$ cat src/rtl/signal_switch_arbiter_if.sv
// Request/grant bundle between the two requesters and the 2:1 signal switch
// arbiter. The master side drives the requests; the arbiter is the slave side.
interface signal_switch_arbiter_if;
    logic REQ_A;
    logic REQ_B;
    logic SEL;
    logic OUT_EN;
    logic GNT_A;
    logic GNT_B;
    logic BUSY;

    modport master (
        output REQ_A, REQ_B,
        input  SEL, OUT_EN, GNT_A, GNT_B, BUSY
    );

    modport slave (
        input  REQ_A, REQ_B,
        output SEL, OUT_EN, GNT_A, GNT_B, BUSY
    );
endinterface

$ cat src/rtl/signal_switch_arbiter.sv
// Break-before-make arbiter for a 2:1 signal switch with minimum dwell and round-robin ties.
// Optional forced release of a held grant is built when SWITCH_TIMEOUT_EN is defined.
module signal_switch_arbiter #(
    parameter int DEAD_CYC  = 2,
    parameter int MIN_DWELL = 4,
    parameter int MAX_HOLD  = 16,
    parameter int CNT_W     = 8
) (
    input  logic                        CLK,
    input  logic                        RST,
    signal_switch_arbiter_if.slave      sw
);

    typedef enum logic [1:0] {IDLE, GAP, OWN_A, OWN_B} state_t;

    // Elaboration-time parameter sanity checks.
    if (DEAD_CYC < 1 || DEAD_CYC > (2**CNT_W) - 1) begin : g_bad_dead
        $error("DEAD_CYC out of range");
    end
    if (MIN_DWELL < 1 || MIN_DWELL > (2**CNT_W) - 1) begin : g_bad_dwell
        $error("MIN_DWELL out of range");
    end
    if (MAX_HOLD < MIN_DWELL) begin : g_bad_hold
        $error("MAX_HOLD must be >= MIN_DWELL");
    end

    localparam logic [CNT_W-1:0] DEAD_LOAD = CNT_W'(DEAD_CYC - 1);
    localparam logic [CNT_W-1:0] DWELL_MIN = CNT_W'(MIN_DWELL - 1);

    state_t             state_q, state_d;
    logic               sel_q, sel_d;
    logic               out_en_q, out_en_d;
    logic               gnt_a_q, gnt_a_d;
    logic               gnt_b_q, gnt_b_d;
    logic               busy_q, busy_d;
    logic               last_owner_q, last_owner_d;   // 0 = A, 1 = B
    logic               target_q, target_d;           // same encoding as SEL
    logic [CNT_W-1:0]   dead_q, dead_d;
    logic [CNT_W-1:0]   dwell_q, dwell_d;

    logic               pick_b;
    logic               own_b;
    logic               own_req;
    logic               oth_req;
    logic               normal_rel;
    logic               force_rel;

    always_comb begin
        state_d      = state_q;
        sel_d        = sel_q;
        out_en_d     = 1'b0;
        gnt_a_d      = 1'b0;
        gnt_b_d      = 1'b0;
        last_owner_d = last_owner_q;
        target_d     = target_q;
        dead_d       = dead_q;
        dwell_d      = dwell_q;
        pick_b       = sw.REQ_B & (~sw.REQ_A | ~last_owner_q);
        own_b        = (state_q == OWN_B);
        own_req      = own_b ? sw.REQ_B : sw.REQ_A;
        oth_req      = own_b ? sw.REQ_A : sw.REQ_B;
        normal_rel   = (dwell_q >= DWELL_MIN) & ~own_req;
`ifdef SWITCH_TIMEOUT_EN
        force_rel    = (dwell_q >= CNT_W'(MAX_HOLD - 1)) & oth_req;
`else
        force_rel    = 1'b0;
`endif

        case (state_q)
            IDLE: begin
                if (sw.REQ_A | sw.REQ_B) begin
                    target_d = pick_b;
                    if (pick_b == sel_q) begin
                        // Select already points at the winner: no dead time needed.
                        state_d  = pick_b ? OWN_B : OWN_A;
                        gnt_a_d  = ~pick_b;
                        gnt_b_d  = pick_b;
                        out_en_d = 1'b1;
                        dwell_d  = '0;
                    end else begin
                        state_d = GAP;
                        sel_d   = pick_b;
                        dead_d  = DEAD_LOAD;
                    end
                end
            end

            GAP: begin
                if (dead_q == '0) begin
                    state_d  = target_q ? OWN_B : OWN_A;
                    gnt_a_d  = ~target_q;
                    gnt_b_d  = target_q;
                    out_en_d = 1'b1;
                    dwell_d  = '0;
                end else begin
                    dead_d = dead_q - 1'b1;
                end
            end

            OWN_A, OWN_B: begin
                dwell_d  = (dwell_q == '1) ? dwell_q : dwell_q + 1'b1;
                gnt_a_d  = ~own_b;
                gnt_b_d  = own_b;
                out_en_d = 1'b1;
                if (normal_rel | force_rel) begin
                    last_owner_d = own_b;
                    gnt_a_d      = 1'b0;
                    gnt_b_d      = 1'b0;
                    out_en_d     = 1'b0;
                    if (oth_req) begin
                        state_d  = GAP;
                        sel_d    = ~own_b;
                        target_d = ~own_b;
                        dead_d   = DEAD_LOAD;
                    end else begin
                        state_d = IDLE;
                    end
                end
            end

            default: state_d = IDLE;
        endcase

        busy_d = (state_d != IDLE);
    end

    always_ff @(posedge CLK or posedge RST) begin
        if (RST) begin
            state_q      <= IDLE;
            sel_q        <= 1'b0;
            out_en_q     <= 1'b0;
            gnt_a_q      <= 1'b0;
            gnt_b_q      <= 1'b0;
            busy_q       <= 1'b0;
            last_owner_q <= 1'b1;
            target_q     <= 1'b0;
            dead_q       <= '0;
            dwell_q      <= '0;
        end else begin
            state_q      <= state_d;
            sel_q        <= sel_d;
            out_en_q     <= out_en_d;
            gnt_a_q      <= gnt_a_d;
            gnt_b_q      <= gnt_b_d;
            busy_q       <= busy_d;
            last_owner_q <= last_owner_d;
            target_q     <= target_d;
            dead_q       <= dead_d;
            dwell_q      <= dwell_d;
        end
    end

    assign sw.SEL    = sel_q;
    assign sw.OUT_EN = out_en_q;
    assign sw.GNT_A  = gnt_a_q;
    assign sw.GNT_B  = gnt_b_q;
    assign sw.BUSY   = busy_q;

endmodule

$ cat src/flat_wrapper.sv
// flat-port wrapper written by rule: the top's interface ports become plain ports
module signal_switch_arbiter_flat 
#(
    parameter int DEAD_CYC  = 2,
    parameter int MIN_DWELL = 4,
    parameter int MAX_HOLD  = 16,
    parameter int CNT_W     = 8
)
  (CLK, RST, sw_REQ_A, sw_REQ_B, sw_SEL, sw_OUT_EN, sw_GNT_A, sw_GNT_B, sw_BUSY);
  signal_switch_arbiter_if sw_i ();
  input  logic CLK;
  input  logic RST;
  input wire logic [$bits(sw_i.REQ_A)-1:0] sw_REQ_A;
  input wire logic [$bits(sw_i.REQ_B)-1:0] sw_REQ_B;
  output wire logic [$bits(sw_i.SEL)-1:0] sw_SEL;
  output wire logic [$bits(sw_i.OUT_EN)-1:0] sw_OUT_EN;
  output wire logic [$bits(sw_i.GNT_A)-1:0] sw_GNT_A;
  output wire logic [$bits(sw_i.GNT_B)-1:0] sw_GNT_B;
  output wire logic [$bits(sw_i.BUSY)-1:0] sw_BUSY;
  assign sw_i.REQ_A = sw_REQ_A;
  assign sw_i.REQ_B = sw_REQ_B;
  assign sw_SEL = sw_i.SEL;
  assign sw_OUT_EN = sw_i.OUT_EN;
  assign sw_GNT_A = sw_i.GNT_A;
  assign sw_GNT_B = sw_i.GNT_B;
  assign sw_BUSY = sw_i.BUSY;
  signal_switch_arbiter #(.DEAD_CYC(DEAD_CYC), .MIN_DWELL(MIN_DWELL), .MAX_HOLD(MAX_HOLD), .CNT_W(CNT_W)) u_core (.CLK(CLK), .RST(RST), .sw(sw_i));
endmodule
$ cat config.mk
export PLATFORM = sky130hd
export DESIGN_NAME = signal_switch_arbiter_flat
export DESIGN_NICKNAME = d
export VERILOG_FILES = /design/src/rtl/signal_switch_arbiter_if.sv /design/src/rtl/signal_switch_arbiter.sv /design/src/flat_wrapper.sv
export SDC_FILE = /design/constraint.sdc
export NUM_CORES = 1
export LEC_CHECK = 0
export BUFFER_PORTS_ARGS = -buffer_cell sky130_fd_sc_hd__buf_2
export CELL_PAD_IN_SITES_DETAIL_PLACEMENT = 1
export CELL_PAD_IN_SITES_GLOBAL_PLACEMENT = 1
export CORE_AREA = 2 2 65 67
export DETAILED_ROUTE_END_ITERATION = 12
export DIE_AREA = 0 0 67 69
export GPL_ROUTABILITY_DRIVEN = 1
export GPL_TIMING_DRIVEN = 0
export PLACE_DENSITY = 0.79
export SYNTH_ARGS = -nofsm -noshare
export SYNTH_HDL_FRONTEND = slang
export SYNTH_SLANG_ARGS = --single-unit
$ cat constraint.sdc
create_clock -name CLK -period 1.7 [get_ports CLK]
set_clock_uncertainty 0.05 [all_clocks]
set_input_delay 0.255 -clock CLK [delete_from_list [all_inputs] [get_ports CLK]]
set_output_delay 0.255 -clock CLK [all_outputs]
set_load 0.02 [all_outputs]
### Word level (Yosys, flattened, before mapping)

Index checks and enable logic that the tools add are counted.

| word-level totals | value |
|---|---|
| ROM bits | 0 |
| bits in writable memories | 0 |
| memories | 0 |
| word-level logic and storage cells | 89 |
| latch bits | 0 |
| output and inout bits | 5 |
| register bits after elaboration | 25 |

| operators by class | value |
|---|---|
| add/subtract/negate cells | 2 |
| $lt $le $gt $ge | 1 |
| eq/ne operators | 13 |
| multiplexer cells | 43 |
| div/mod/pow operators | 0 |
| shift operators | 0 |
| multiply operators | 0 |
| bitwise logic cells | 10 |
| reduce and logical (&&, ||, !) cells | 10 |

Operators with widths:

| cell | number |
|---|---|
| 8-bit 2-to-1 mux | 9 |
| 8-bit one-hot mux with 3 select lines | 2 |
| 1-bit 2-to-1 mux | 22 |
| 2-bit by 1-bit inequality test with 1-bit output, second input constant | 5 |
| 5-bit AND reduction | 2 |
| 1-bit one-hot mux with 3 select lines | 3 |
| 8-bit by 1-bit adder with 8-bit output, second input constant | 1 |
| 8-bit equality test, second input constant | 1 |
| 8-bit by 2-bit greater-or-equal comparator with 1-bit output, second input constant | 1 |
| 8-bit logical NOT | 1 |
| 2-bit 2-to-1 mux | 4 |
| 4-bit AND reduction | 2 |
| 8-bit by 1-bit subtractor with 8-bit output, second input constant | 1 |
| 2-bit inequality test, second input constant | 3 |
| 1-bit NOT | 6 |
| 2-bit one-hot mux with 3 select lines | 1 |
| 2-bit equality test, second input constant | 2 |
| 1-bit one-hot mux with 2 select lines | 2 |
| 2-bit nonzero test | 2 |
| 1-bit AND | 2 |
| 2-bit by 1-bit equality test with 1-bit output, second input constant | 1 |
| 2-bit logical NOT | 1 |
| 1-bit OR | 2 |
| 2-bit AND reduction | 1 |
| other kinds (2) | 2 |

### Logic depth before layout (Yosys ltp)

| depth | value |
|---|---|
| word-level depth | 8 |
| gate-level depth with buffers | 7 |
| mapped depth without buffers | 7 |

### Worst setup path after synthesis

No wires, ideal clock.

| timing path | value |
|---|---|
| kind | register to register |
| from | register u_core.dwell_q[0] |
| to | register u_core.dead_q[1] |
| path buffers | 0 |
| setup time | 0.125 ns |
| setup slack | -0.170 ns |
| cell stages (with the launch flop) | 6 |
| data arrival time | 1.694 ns |
| path through | dfrtp_1 -> ha_1 -> nor4_2 -> nand3_1 -> o211a_1 -> mux2_4 |

| between the ends | value |
|---|---|
| cells in the longest elaborated chain, start to end | 4 |

RTL lines:

| what | RTL line | text |
|---|---|---|
| from (decl) | signal_switch_arbiter.sv:39 | `logic [CNT_W-1:0] dwell_q, dwell_d;` |
| from (signal assigned) | signal_switch_arbiter.sv:149 | `dwell_q <= dwell_d;` |
| 8-bit by 2-bit greater-or-equal comparator with 1-bit output | signal_switch_arbiter.sv:62 | `normal_rel = (dwell_q >= DWELL_MIN) & ~own_req;` |
| 1-bit AND | signal_switch_arbiter.sv:62 |  |
| 2-bit by 1-bit inequality test with 1-bit output (no line) | n/a |  |
| 5-bit AND reduction (no line) | n/a |  |
| to (signal assigned) | signal_switch_arbiter.sv:137 | `dead_q <= '0;` |
| to (signal assigned) | signal_switch_arbiter.sv:148 | `dead_q <= dead_d;` |
| to (decl) | signal_switch_arbiter.sv:38 | `logic [CNT_W-1:0] dead_q, dead_d;` |

No other way between the ends.
A chain may end at the register's enable or synchronous reset.

### Worst setup path in the final report

| timing path | value |
|---|---|
| from | register u_core.last_owner_q |
| to | register u_core.dead_q[1] |

| between the ends | value |
|---|---|
| cells in the longest elaborated chain, start to end | 6 |

RTL lines:

| what | RTL line | text |
|---|---|---|
| from (decl) | signal_switch_arbiter.sv:36 | `logic last_owner_q, last_owner_d;` |
| from (signal assigned) | signal_switch_arbiter.sv:146 | `last_owner_q <= last_owner_d;` |
| 1-bit NOT | signal_switch_arbiter.sv:58 | `pick_b = sw.REQ_B & (~sw.REQ_A \| ~last_owner_q);` |
| 1-bit OR | signal_switch_arbiter.sv:58 |  |
| 1-bit AND | signal_switch_arbiter.sv:58 |  |
| 1-bit equality test | signal_switch_arbiter.sv:73 | `if (pick_b == sel_q) begin` |
| 2-bit inequality test (no line) | n/a |  |
| 5-bit AND reduction (no line) | n/a |  |

No other way between the ends.

==> results.md <==
- Final setup fails: 18
- Worst vdd ir: 0.000990 V
- Worst slew pin tran: 1.03 ns
- H-tree depth: 1
- Pleak: 0.863 nW
- Status: finished, violations left
- Rows: 23
- Initial antenna violation count: 0
- Cts hold-fix bufs: 0
- Post-DP HPWL: 3210 um
- Routed vias: 1,562
- Overflow after GRT: 0
- Layout cell share with drive strength beyond 1: 40.0%
- CTS Root Cell: clkbuf_8
- First-pass GRT wire length: 8050 um
- Fill cell count: 444
- Gr usage total: 22.3%
- Final Max Slew Viols: 0
- Vias in the first global route: 1,623
- Total chip power: 4.36 mW
- Design area: 0.00212 sq mm
- Die height: 69 um
- Violated checks: negative setup slack
- Yosys cell types: 51
- Netlist Area Pre-Place: 0.00159 sq mm
- Final Critical Period: 1.87 ns
- Clock tree from TritonCTS: yes
- Total negative slack: -1.32 ns
- Max_cap viols: 0
- Post-Synthesis Cells: 178
- Initial drt markers: 41
- Crit Path Max Fanout: 3
- Largest net degree at the start of global routing: 26
- RD Place Congestion: 0.818
- Fin. Hold Viols: 0
- Total Wirelength: 5080 um
- F_max: 536 MHz
- Port Buffer Count: 8
- Worst EP arrival: 1.99 ns
- Rel. slew slack: 31.4%
- CP required: 1.82 ns
- Biggest regs: u_core.dead_q x8, u_core.dwell_q x8, u_core.state_q x2
- Hold/Removal Path Class: in2async
- Clock Tree Buf Depth: 2
- Synth Warn #: 0
- Pwr Density: 2060 mW/mm^2
- Fin worst setup slack: -0.166 ns
- Drt pass-1 iters: 4
- Fin util: 54.1%
- Synth-to-Final Area Change: 33.3%
- Die width: 67 um
- Critical Path End Type: flop
- Crit share post-route: 110%
- Io pins: 9
- CP Launch Type: flop
- Die area: 0.00462 sq mm
- TritonCTS Buffers: 3
- Net count after synthesis: 186
- Clk slew on worst S/H paths: 0.10 ns
- Clock Latency Late Sink: 0.28 ns
- Count of state elements after synthesis: 25
- Core ar.: 0.00391 sq mm
- Placed Area: 0.00174 sq mm
- Syn_area_per_cell: 8.93 sq um
- Post-synthesis sequential area ratio: 39.4%
- Wirelength per Cell: 19.5 um
- Async set-reset flop share out of synthesis: 100%
- Number of flops mapped to enable cells by yosys: 0
- Diodes inserted: 0
- Setup repair after global routing missed its margin: yes
- Initial Utilization: 40.6%
- Final net count: 219
- CTS Sinks: 25
- DRT antenna net count: 0
- DRC Markers: 0
- Setup Crit Path Kind: reg2reg
- Vias per cell: 6.01
- Synth Flop Type: dfrtp_1
==> stage by stage <==
stage / setup slack (ns) / instances / hold slack (ns)
after floorplan: -0.0682 / 178 / 0.232
after global placement: -0.273 / 236 / 0.475
after detailed placement: -0.305 / 236 / 0.494
after CTS: -0.151 / 253 / 0.192
after global routing: -0.217 / 260 / 0.241
final: -0.166 / 260 / 0.153
==> cells in the final DEF, fill, tap and decap left out, types with 2 or more instances in the layout <==
cell / instances
buf_4: 20
dfrtp_1: 19
nor2_1: 15
inv_1: 12
buf_2: 12
nand2_1: 11
a31oi_1: 11
a21oi_1: 9
nand3_1: 7
o21ai_0: 6
dfrtp_2: 5
and2_1: 4
mux2i_1: 4
o211ai_1: 3
a21oi_2: 3
nor3_1: 3
a311oi_2: 3
clkbuf_8: 3
nor4_4: 2
buf_6: 2
o221a_2: 2
a22o_1: 2
o2bb2ai_2: 2
a21o_1: 2
nor3_4: 2
a221oi_2: 2
ha_4: 2
==> per-layer routing <==
metal / up-vias / GRT usage (%) / share of wire [%]
met5: - / 0 / 0
met1: 802 / 29.4 / 44
met4: 0 / 6.12 / 0.87
met3: 4 / 2.12 / 1.8
met2: 22 / 38.1 / 53
li1: 734 / - / -
==> synth_stat cells (3+ instances only) <==
master,n,area (sq um)
a21oi_1,12,60.1
ha_1,4,50.1
a31oi_1,11,68.8
o21ai_0,7,35.0
nor3_1,6,30.0
a311oi_1,3,26.3
nand2_1,13,48.8
nand3_1,8,40.0
dfrtp_1,24,601
nor2_1,16,60.1
mux2i_1,4,40.0
o2bb2ai_1,3,26.3
buf_2,3,15.0
and2_1,4,25.0
o211ai_1,3,22.5
inv_1,13,48.8
nor2b_1,3,18.8
==> area by class of cell <==
type	instances	area [sq um]	share of cell area (%)
clock inverters	1	5.00	0.236
repair buffers	29	201	9.51
multi-input cells	133	1090	51.4
clock buffers	3	41.3	1.95
well taps	50	62.6	2.95
inverters	14	55.1	2.60
flip-flops and latches	25	633	29.9
plain buffers	5	31.3	1.48
==> critical path: stages, from the launching register on <==
cell and delay [ns]:
dfstp_2 0.55, nand2_2 0.06, nand2_4 0.08, ha_4 0.22
nor2_4 0.16, a41oi_2 0.06, o211a_1 0.28, mux2_4 0.30
==> worst paths after layout <==
path	from	end	slack, ns	depth (start not counted)
min reg2reg	u_core.dead_q[0]$_DFFE_PP0P_	u_core.dead_q[0]$_DFFE_PP0P_	0.55	2
max in group asynchronous	RST	u_core.state_q[0]$_DFF_PP0_	0.75	2
min in group CLK	sw_REQ_B	u_core.sw.GNT_B$_DFF_PP0_	0.34	3
min	RST	u_core.dead_q[0]$_DFFE_PP0P_	0.15	2
max reg2reg	u_core.last_owner_q$_DFFE_PP1P_	u_core.dead_q[1]$_DFFE_PP0P_	-0.17	7
max	u_core.last_owner_q$_DFFE_PP1P_	u_core.dead_q[1]$_DFFE_PP0P_	-0.17	7
==> power by group <==
group,switching (mW),total [mW],internal [mW]
Clock,0.213,0.378,0.165
Sequential,0.270,1.11,0.835
Combinational,1.58,2.87,1.30
==> logic make-up (layout without fill, tap and decap cells) <==
logic type               after synthesis  count (layout)  share of synthesized area [%]
AO/OA/AOI/OAI                         60              60                           26.5
XOR/XNOR                               1               1                          0.551
adder cells (fa/ha/maj)                4               4                           3.15
buffers and inverters                 20              52                           5.43
flip-flops                            25              25                           39.4
multiplexers                           5               5                           3.46
AND/OR/NAND/NOR                       63              63                           21.4
==> timing repair <==
item,CTS,global route
setup endpoints to repair,23,24
buffers inserted,14,7
hold endpoints to repair,0,0
pin swaps,9,11
gates resized for setup,28,16
Note: power is estimated with default switching activity, not from simulation.
